**src/rtl/seq_alu.sv**
```systemverilog
// Sequential ALU: single-cycle logic/arith ops plus iterative multiply/divide
// into architectural HI/LO, handshaked through an IDLE/BUSY/DONE FSM.
module seq_alu #(
    parameter int WIDTH = 32
) (
    input  logic             i_clk,
    input  logic             i_rst_n,
    input  logic             i_valid,
    input  logic [3:0]       i_control,
    input  logic [WIDTH-1:0] i_op1,
    input  logic [WIDTH-1:0] i_op2,
    output logic             o_ready,
    output logic             o_valid,
    output logic [WIDTH-1:0] o_result,
    output logic             o_zf,
    output logic [WIDTH-1:0] o_hi,
    output logic [WIDTH-1:0] o_lo
);
    localparam int CW = $clog2(WIDTH);

    localparam logic [3:0] OP_AND   = 4'b0000;
    localparam logic [3:0] OP_OR    = 4'b0001;
    localparam logic [3:0] OP_ADD   = 4'b0010;
    localparam logic [3:0] OP_SUB   = 4'b0110;
    localparam logic [3:0] OP_SLT   = 4'b0111;
    localparam logic [3:0] OP_SLTU  = 4'b1000;
    localparam logic [3:0] OP_NOR   = 4'b1100;
    localparam logic [3:0] OP_MULT  = 4'b1001;
    localparam logic [3:0] OP_MULTU = 4'b1010;
    localparam logic [3:0] OP_DIV   = 4'b1011;
    localparam logic [3:0] OP_DIVU  = 4'b1101;
    localparam logic [3:0] OP_MFHI  = 4'b1110;
    localparam logic [3:0] OP_MFLO  = 4'b1111;

    typedef enum logic [1:0] {
        S_IDLE = 2'd0,
        S_BUSY = 2'd1,
        S_DONE = 2'd2
    } state_t;

    state_t           r_state;
    logic [CW-1:0]    r_cnt;
    logic [WIDTH-1:0] r_result;
    logic             r_zf;
    logic             r_valid;
    logic [WIDTH-1:0] r_hi;
    logic [WIDTH-1:0] r_lo;
    logic [WIDTH-1:0] r_acc_hi;
    logic [WIDTH-1:0] r_acc_lo;
    logic [WIDTH-1:0] r_dvs;
    logic             r_is_div;
    logic             r_neg_q;
    logic             r_neg_r;
    logic             r_div0;

    logic             w_accept;
    logic             w_is_mul;
    logic             w_is_div;
    logic             w_signed;
    logic [WIDTH-1:0] w_op1_mag;
    logic [WIDTH-1:0] w_op2_mag;
    logic [WIDTH-1:0] w_alu;
    logic [WIDTH:0]   w_madd;
    logic [WIDTH:0]   w_shift;
    logic [WIDTH+1:0] w_diff;
    logic [WIDTH-1:0] w_hi_nx;
    logic [WIDTH-1:0] w_lo_nx;
    logic [2*WIDTH-1:0] w_prod;
    logic [WIDTH-1:0] w_hi_fin;
    logic [WIDTH-1:0] w_lo_fin;

    function automatic logic [WIDTH-1:0] abs_val(input logic [WIDTH-1:0] x, input logic sgn);
        if (sgn && x[WIDTH-1]) begin
            return -x;
        end else begin
            return x;
        end
    endfunction

    function automatic logic [WIDTH-1:0] alu_op(input logic [3:0] c, input logic [WIDTH-1:0] a,
                                                input logic [WIDTH-1:0] b,
                                                input logic [WIDTH-1:0] hi,
                                                input logic [WIDTH-1:0] lo);
        case (c)
            OP_AND:  return a & b;
            OP_OR:   return a | b;
            OP_ADD:  return a + b;
            OP_SUB:  return a - b;
            OP_SLT:  return {{(WIDTH-1){1'b0}}, ($signed(a) < $signed(b))};
            OP_SLTU: return {{(WIDTH-1){1'b0}}, (a < b)};
            OP_NOR:  return ~(a | b);
            OP_MFHI: return hi;
            OP_MFLO: return lo;
            default: return {WIDTH{1'b0}};
        endcase
    endfunction

    // Operand decode, one multiply/divide iteration, and sign fix-up of the final step.
    always_comb begin
        w_accept  = i_valid && (r_state == S_IDLE);
        w_is_mul  = (i_control == OP_MULT) || (i_control == OP_MULTU);
        w_is_div  = (i_control == OP_DIV) || (i_control == OP_DIVU);
        w_signed  = (i_control == OP_MULT) || (i_control == OP_DIV);
        w_op1_mag = abs_val(i_op1, w_signed);
        w_op2_mag = abs_val(i_op2, w_signed);
        w_alu     = alu_op(i_control, i_op1, i_op2, r_hi, r_lo);

        w_madd  = {1'b0, r_acc_hi} + (r_acc_lo[0] ? {1'b0, r_dvs} : {(WIDTH+1){1'b0}});
        w_shift = {r_acc_hi, r_acc_lo[WIDTH-1]};
        w_diff  = {1'b0, w_shift} - {2'b00, r_dvs};

        if (r_is_div) begin
            // Restoring step: keep the trial difference only when it did not borrow.
            if (w_diff[WIDTH+1]) begin
                w_hi_nx = w_shift[WIDTH-1:0];
                w_lo_nx = {r_acc_lo[WIDTH-2:0], 1'b0};
            end else begin
                w_hi_nx = w_diff[WIDTH-1:0];
                w_lo_nx = {r_acc_lo[WIDTH-2:0], 1'b1};
            end
        end else begin
            w_hi_nx = w_madd[WIDTH:1];
            w_lo_nx = {w_madd[0], r_acc_lo[WIDTH-1:1]};
        end

        w_prod = {w_hi_nx, w_lo_nx};
        if (r_is_div) begin
            // Divide by zero leaves the dividend magnitude as remainder, so the
            // sign fix-up restores op1 in HI; only LO needs forcing.
            w_hi_fin = r_neg_r ? -w_hi_nx : w_hi_nx;
            if (r_div0) begin
                w_lo_fin = {WIDTH{1'b1}};
            end else begin
                w_lo_fin = r_neg_q ? -w_lo_nx : w_lo_nx;
            end
        end else begin
            if (r_neg_q) begin
                w_prod = -w_prod;
            end else begin
                w_prod = w_prod;
            end
            w_hi_fin = w_prod[2*WIDTH-1:WIDTH];
            w_lo_fin = w_prod[WIDTH-1:0];
        end
    end

    // Control FSM with all architectural and datapath state.
    always_ff @(posedge i_clk or negedge i_rst_n) begin
        if (!i_rst_n) begin
            r_state  <= S_IDLE;
            r_cnt    <= {CW{1'b0}};
            r_result <= {WIDTH{1'b0}};
            r_zf     <= 1'b1;
            r_valid  <= 1'b0;
            r_hi     <= {WIDTH{1'b0}};
            r_lo     <= {WIDTH{1'b0}};
            r_acc_hi <= {WIDTH{1'b0}};
            r_acc_lo <= {WIDTH{1'b0}};
            r_dvs    <= {WIDTH{1'b0}};
            r_is_div <= 1'b0;
            r_neg_q  <= 1'b0;
            r_neg_r  <= 1'b0;
            r_div0   <= 1'b0;
        end else begin
            case (r_state)
                S_IDLE: begin
                    r_valid <= 1'b0;
                    if (w_accept) begin
                        if (w_is_mul || w_is_div) begin
                            r_state  <= S_BUSY;
                            r_cnt    <= CW'(WIDTH - 1);
                            r_acc_hi <= {WIDTH{1'b0}};
                            r_acc_lo <= w_is_div ? w_op1_mag : w_op2_mag;
                            r_dvs    <= w_is_div ? w_op2_mag : w_op1_mag;
                            r_is_div <= w_is_div;
                            r_neg_q  <= w_signed && (i_op1[WIDTH-1] ^ i_op2[WIDTH-1]);
                            r_neg_r  <= w_signed && i_op1[WIDTH-1];
                            r_div0   <= (i_op2 == {WIDTH{1'b0}});
                        end else begin
                            r_state  <= S_DONE;
                            r_result <= w_alu;
                            r_zf     <= (w_alu == {WIDTH{1'b0}});
                            r_valid  <= 1'b1;
                        end
                    end else begin
                        r_state <= S_IDLE;
                    end
                end
                S_BUSY: begin
                    r_acc_hi <= w_hi_nx;
                    r_acc_lo <= w_lo_nx;
                    if (r_cnt == {CW{1'b0}}) begin
                        r_state <= S_DONE;
                        r_hi    <= w_hi_fin;
                        r_lo    <= w_lo_fin;
                        r_valid <= 1'b1;
                    end else begin
                        r_cnt <= r_cnt - {{(CW-1){1'b0}}, 1'b1};
                    end
                end
                S_DONE: begin
                    r_valid <= 1'b0;
                    r_state <= S_IDLE;
                end
                default: begin
                    r_valid <= 1'b0;
                    r_state <= S_IDLE;
                end
            endcase
        end
    end

    assign o_ready  = (r_state == S_IDLE);
    assign o_valid  = r_valid;
    assign o_result = r_result;
    assign o_zf     = r_zf;
    assign o_hi     = r_hi;
    assign o_lo     = r_lo;
endmodule

```
**config.mk**
```make
export PLATFORM = sky130hd
export DESIGN_NAME = seq_alu
export DESIGN_NICKNAME = d
export VERILOG_FILES = /design/src/rtl/seq_alu.sv
export SDC_FILE = /design/constraint.sdc
export NUM_CORES = 1
export LEC_CHECK = 0
export ABC_AREA = 1
export CAP_MARGIN = 10
export CORE_ASPECT_RATIO = 1.1
export CORE_MARGIN = 2
export CORE_UTILIZATION = 30
export CTS_BUF_LIST = sky130_fd_sc_hd__clkbuf_4 sky130_fd_sc_hd__clkbuf_8
export DETAILED_ROUTE_END_ITERATION = 7
export DONT_BUFFER_PORTS = 1
export PLACE_DENSITY = 0.44
export SLEW_MARGIN = 20
export SYNTH_ARGS = -nofsm -noshare
export SYNTH_HDL_FRONTEND = slang
export SYNTH_SLANG_ARGS = --single-unit
```
**constraint.sdc**
```tcl
create_clock -name i_clk -period 4.75 [get_ports i_clk]
set_input_delay 1.1875 -clock i_clk [delete_from_list [all_inputs] [get_ports i_clk]]
set_output_delay 1.1875 -clock i_clk [all_outputs]
set_load 0.05 [all_outputs]
```
Yosys cells after proc, flatten, opt, wreduce, memory -nomap -nowiden
Cells that the tools add are included.

storage, ports and cells
  bits in registers = 205
  bits of input ports = 71
  output and inout bits = 99
  logic and storage cells = 101

cells by class
  add/subtract/negate cells = 10
  order comparisons = 2
  equality and inequality tests = 17
  multiplexer cells = 34
  bitwise gates (word level) = 5
  reductions and logical operators = 19

operators by type and width
  operator                                          count
  2-to-1 mux 32 bit                                 17
  case mux 32 bit (9 select lines)                  1
  negator 32 bit                                    4
  case mux 32 bit (2 select lines)                  2
  zero test 32 bit                                  2
  less-than comparator 32 bit                       2
  2-to-1 mux 64 bit                                 1
  negator 64 bit                                    1
  subtractor 33 x 32 -> 34 bit                      1
  adder 32 x 32 -> 33 bit                           1
  adder 32 bit                                      1
  AND 32 bit                                        1
  == test 4 bit, second input constant              8
  inverter 32 bit                                   1
  OR 32 bit                                         1
  subtractor 32 bit                                 1
  2-to-1 mux 5 bit                                  3
  case mux 5 bit (2 select lines)                   1
  AND reduction 3 bit                               3
  == test 4 x 3 -> 1 bit, second input constant     2
  2-to-1 mux 2 bit                                  3
  zero test 5 bit                                   1
  subtractor 5 x 1 -> 5 bit, second input constant  1
  == test 4 x 1 -> 1 bit, second input constant     1
  16 further kinds                                  27

Logic depth before layout (Yosys ltp)
  depth in word-level cells = 8
  gate-level depth with buffers = 33
  gate-level depth less buffers = 33

Worst setup path after synthesis
OpenSTA, ideal clock, no wires.

  path type = input to register
  start = input port i_op1[0]
  end = register r_zf, in the netlist o_zf
  library setup time = 0.061 ns
  arrival time = 3.430 ns
  data required time = 4.689 ns
  path slack = 1.259 ns
  stages on the path = 17
  path buffers = 0
  cells stage by stage = ha_1 > fa_1 > nand2_1 > nand2_1 > nand2_1 > nand2_1 > a21boi_0 > o21ai_0 > a21o_1 > or2_2 > nand3_1 > nand3_1 > nor2_1 > nand2_1 > nor2_1 > nand4_1 > nand2_1

between the ends
  longest elaborated chain between the ends = 4
  elaborated cells on any way between the ends = 9
  classes of those cells = add/sub: 2; order compare: 2; mux: 1; bitwise: 3; reduce/logical: 1

ends and longest elaborated chain
  item                                                       line  text
  start, declared                                            10    input logic [WIDTH-1:0] i_op1,
  branches (longest 2 deep; another with subtractor 32 bit)  n/a
  case mux 32 bit (9 select lines) (*)                       84    case (c)
  zero test 32 bit (*)                                       182   r_zf <= (w_alu == {WIDTH{1'b0}});
  end signal, assigned                                       182
  end, declared                                              44    logic r_zf;

Every way passes the cells marked *.
A chain may end at the register's enable or synchronous reset.

Worst setup path after layout
  start = register r_acc_lo[0]
  end = register r_hi[25], in the netlist o_hi[25]

between the ends
  longest elaborated chain between the ends = 6
  elaborated cells on any way between the ends = 9
  classes of those cells = add/sub: 3; mux: 6

ends and longest elaborated chain
  item                                                    line      text
  start, declared                                         49        logic [WIDTH-1:0] r_acc_lo;
  start signal, assigned                                  158       r_acc_lo <= {WIDTH{1'b0}};
  start signal, assigned                                  173       r_acc_lo <= w_is_div ? w_op1_mag : w_op2_mag;
  start signal, assigned                                  191       r_acc_lo <= w_lo_nx;
  2-to-1 mux 32 bit                                       108       w_madd = {1'b0, r_acc_hi} + (r_acc_lo[0] ? {1'b0, r_dvs} : {(WIDTH+1){1'b0}});
  adder 32 x 32 -> 33 bit                                 108
  2-to-1 mux 32 bit                                       112       if (r_is_div) begin
  negator 64 bit or negator 32 bit (tied branches)        138, 130
  2-to-1 mux 64 bit or 2-to-1 mux 32 bit (tied branches)  137, 130
  2-to-1 mux 32 bit (*)                                   127       if (r_is_div) begin
  end signal, assigned                                    155       r_hi <= {WIDTH{1'b0}};
  end signal, assigned                                    194       r_hi <= w_hi_fin;
  end, declared                                           46        logic [WIDTH-1:0] r_hi;

Every way passes the cells marked *; elsewhere a longest branch is shown, timed or not.

==> results.rst <==
.. list-table::
   :header-rows: 1

   * - Metric
     - Value
   * - Status
     - completed
   * - Simple-gate share of the synthesized area
     - 35.26%
   * - Reg area
     - 5111 sq um
   * - Global-route wire length before repair
     - 179,100 um
   * - Clock buffer count from CTS
     - 42
   * - Reg power frac
     - 21.8%
   * - Area of the die
     - 82,190 sq um
   * - Top cell types by occurrence after synthesis
     - nand2_1 (1,069), inv_1 (620), nor2_1 (418)
   * - Post-Syn Instances
     - 3,964
   * - Final non-filler cell total
     - 5,060
   * - Sequential fraction of the synthesis area
     - 21.30%
   * - Combinational cell fraction of total power
     - 66.3%
   * - Net Sw Power
     - 0.01202 W
   * - Endpoint arrival time on the critical path
     - 4.95 ns
   * - XOR/XNOR Fraction of Synth Area
     - 3.288%
   * - Crit path capture type
     - flip-flop
   * - Die extent in x
     - 273.5 um
   * - Leakage dissipation
     - 13.59 nW
   * - Switch share
     - 61.24%
   * - Number of max-slew violations in the final report
     - 0
   * - Number of antenna violations at the first check in global routing
     - 3
   * - Row Count
     - 108
   * - Slew at the pin closest to its max-slew limit
     - 0.9552 ns
   * - Required time worst endpoint
     - 5.28 ns
   * - Inst Count DP
     - 4,982
   * - Flop and latch count out of synthesis
     - 204
   * - Number of I/O pins
     - 170
   * - Complex-gate fraction of the synthesized area
     - 18.40%
   * - Type of the tightest min-delay check
     - in2async
   * - Proportion of power drawn by the clock network
     - 11.9%
   * - Final TNS setup
     - 0 ns
   * - Arithmetic-cell share of the synthesized area counting full adders, half adders and majority gates
     - 9.311%
   * - Final routed wirelength across all metal layers
     - 124,100 um
   * - HPWL Detailed
     - 101,700 um
   * - Post-Synthesis Cell Area
     - 23,970 sq um
   * - DRT Pass-1 Iters
     - 6
   * - Area growth from synthesis to final layout
     - 10.62%
   * - Final weighted congestion in routability-driven placement
     - 0.9620
   * - Fill cell instance count of the final layout
     - 8,984
   * - Number of nets still failing antenna checks after routing
     - 0
   * - Start point of the critical path
     - r_acc_lo[0]
   * - Number of violations of the max-capacitance limit
     - 0
   * - Worst setup slack before clock tree synthesis
     - 0.3083 ns
   * - Vias
     - 26,466
   * - DRC violation count after routing
     - 0
   * - Area taken by multi-input logic gates
     - 15,910 sq um
   * - Die H
     - 300.5 um
   * - Placement-stage cell area
     - 25,520 sq um
   * - Postcts setup bufs
     - 0
   * - Number of endpoints with negative hold slack in the final report
     - 0
   * - Final-report setup violation count
     - 0
   * - Portion of netlist area occupied by mux cells
     - 0%
   * - Synthesized net count
     - 4,211
   * - Final critical delay including setup and external delays
     - 4.426 ns
   * - Clock Sinks
     - 204
   * - Overall power consumption
     - 0.01963 W
   * - Kind of launch point of the worst setup path
     - flip-flop
   * - Vias in the first global route
     - 26,844
   * - Area of all placed cells without fillers
     - 26,520 sq um
   * - CTS Hold Bufs
     - 0
   * - Resize count post-CTS
     - 0
   * - PortBufs
     - 0
   * - Via-per-instance ratio
     - 5.230
   * - Library cell occupying the most area in the post-synthesis netlist
     - dfrtp_1
   * - Primary flip-flop cell chosen by synthesis mapping
     - dfrtp_1
   * - Async set or reset register ratio after synthesis
     - 100.0%
   * - Setup Skew
     - 0.03396 ns
   * - Area fraction of the dominant cell type after synthesis
     - 21.19%
   * - Power density of the placed cells
     - 740.2 nW/um^2
   * - R2R Path Start
     - r_acc_lo[0]
   * - Largest family of logic cells by synthesized area
     - simple AND/OR/NAND/NOR gates
   * - Area contributors post-synth
     - dfrtp_1 (21%), nand2_1 (17%), inv_1 (9.7%), ha_1 (9.0%), nor2_1 (6.5%)
   * - TritonCTS clock tree
     - built
   * - Average cell area after synthesis
     - 6.048 sq um
   * - Int Pwr
     - 0.007609 W
   * - Setup repair after global routing missed its margin
     - false
   * - Worst slew slack as a fraction of its limit
     - 35.65%
   * - DRT iter0 DRCs
     - 2,114
   * - Initial Utilization
     - 30.33%
   * - Count leader, synth
     - nand2_1
   * - Sum of overflow across all layers after global routing
     - 0
   * - Final setup slack of the worst path
     - 0.3242 ns
   * - Average wire per cell in the routed design
     - 24.52 um
   * - Final period util
     - 93.17%
   * - Largest buffer count on any clock path
     - 3
   * - Largest fanout of any net on the critical path
     - 24
   * - Maximum number of pins on one net before global-route repair
     - 205
   * - Largest vdd supply drop
     - 297.9 uV
   * - Count of yosys warnings during synthesis
     - 0
   * - WS Path Type
     - reg2reg
   * - Root buffer cell
     - clkbuf_8
   * - Core area
     - 79,050 sq um
   * - Source-to-sink clock delay at the later pin of the worst-skew pair
     - 0.65 ns
   * - Peak clock frequency supported by timing
     - 0.2260 GHz
   * - Number of nets in the layout
     - 4,228
   * - Proportion of layout cells with a drive suffix above 1
     - 7.623%
   * - Total routing usage reported by global routing
     - 29.77%
   * - Netlist cell types
     - 72
   * - Clock Pin Slew Worst Setup and Hold Paths
     - 0.06 ns
   * - # H-tree levels
     - 2
   * - EDFF count, synth
     - 0
[sequential cells by signal, indices dropped and copies added, names as in the netlist]
| name | flops |
|---|---|
| o_hi | 32 |
| r_div0 | 1 |
| o_zf | 1 |
| o_lo | 32 |
| r_is_div | 1 |
| r_acc_hi | 32 |
| r_dvs | 32 |
| r_neg_q | 1 |
| o_result | 32 |
| r_neg_r | 1 |
| r_cnt | 5 |
| r_state | 2 |
| r_acc_lo | 32 |
[power groups by stage]
stage | sequential, W | clock, W | combinational [W]
finish | 0.00429 | 0.00233 | 0.0130
global route | 0.00437 | 0.00246 | 0.0143
CTS | 0.00427 | 0.00239 | 0.0129
detailed placement | 0.00430 | 0 | 0.0128
global placement | 0.00430 | 0 | 0.0129
floorplan | 0.00388 | 0 | 0.00858
[path summary, 6_finish.rpt]
path	endpoint	slack [ns]	cells past startpoint
setup / recovery	o_hi[25]	0.32	23
hold reg to reg	r_div0	0.48	2
setup reg to reg	o_hi[25]	0.32	23
max in group asynchronous	r_is_div	3.76	0
min in group i_clk	r_div0	0.48	2
hold / removal	o_result[23]	0.23	0
[cells in the final DEF (no fill, tap or decap), types with 8 or more instances in the layout]
cell and count:
o21bai_1 8, a211oi_1 12, o211ai_1 17, a22o_1 9, o21ai_1 24, a32oi_1 11
nor3_1 48, o21ai_0 259, inv_1 620, nand3_1 293, clkbuf_8 50, o221ai_1 28
a22oi_1 12, a21oi_1 211, ha_1 172, nand4_1 44, nand2_1 1069, a221oi_1 19
nand3b_1 14, o22ai_1 47, or2_2 11, dfrtp_1 201, nor2_1 411, clkbuf_4 12
inv_2 13, xor2_1 85, nor4_1 11, a31oi_1 10, nand2_2 17, o21ai_2 12
buf_4 103, a2111oi_0 11, nor2_2 37
[metal layers]
metal	up-vias	track usage (%)	share of wire, %
li1	12902	-	-
met5	-	0	0.010
met1	12493	33.94	39
met3	235	5.048	5.6
met2	834	53.20	50
met4	2	15.16	5.7
[logic make-up (layout without fill, tap and decap cells)]
logic type	Yosys count	in the layout
AOI/OAI and AO/OA	736	736
xor gates and xnor gates	90	90
adders and majority gates	176	176
buffers and inverters	769	819
DFF	204	204
other	0	1
and+or+nand+nor	1989	1989
[metrics by stage]
stage | hold slack (ns) | utilization, %
finish | 0.2281 | 33.55
global route | 0.1935 | 33.55
CTS | 0.1905 | 33.54
detailed placement | 0.4671 | 32.28
global placement | 0.4698 | 32.28
floorplan | 0.4467 | -
[worst max-delay path: stages, from the launching register on]
cell	delay, ns
dfrtp_1	0.39
buf_4	0.25
nand2_1	0.13
inv_1	0.06
ha_1	0.37
nand2_1	0.18
nor2_1	0.17
inv_1	0.09
nor3_1	0.46
nand4_1	0.32
nand3_1	0.17
nand2_1	0.06
nand3_1	0.07
nand2_1	0.20
nor2_1	0.36
nand2_1	0.17
nor2_1	0.16
nand2_1	0.08
nand2_1	0.06
nand2_1	0.08
nand2_1	0.09
nand2_1	0.05
nand3_1	0.23
nand2_1	0.10
[final cells by class]
class	count	share of cell area [%]
antenna	1	0.009437
clock buffer	62	2.935
clock inverter	15	0.8257
inverter	638	9.031
multi-input combinational	2991	60.00
sequential	204	19.27
tap	1045	4.931
timing repair buffer	104	2.991
(Power assumes the default switching activity.)
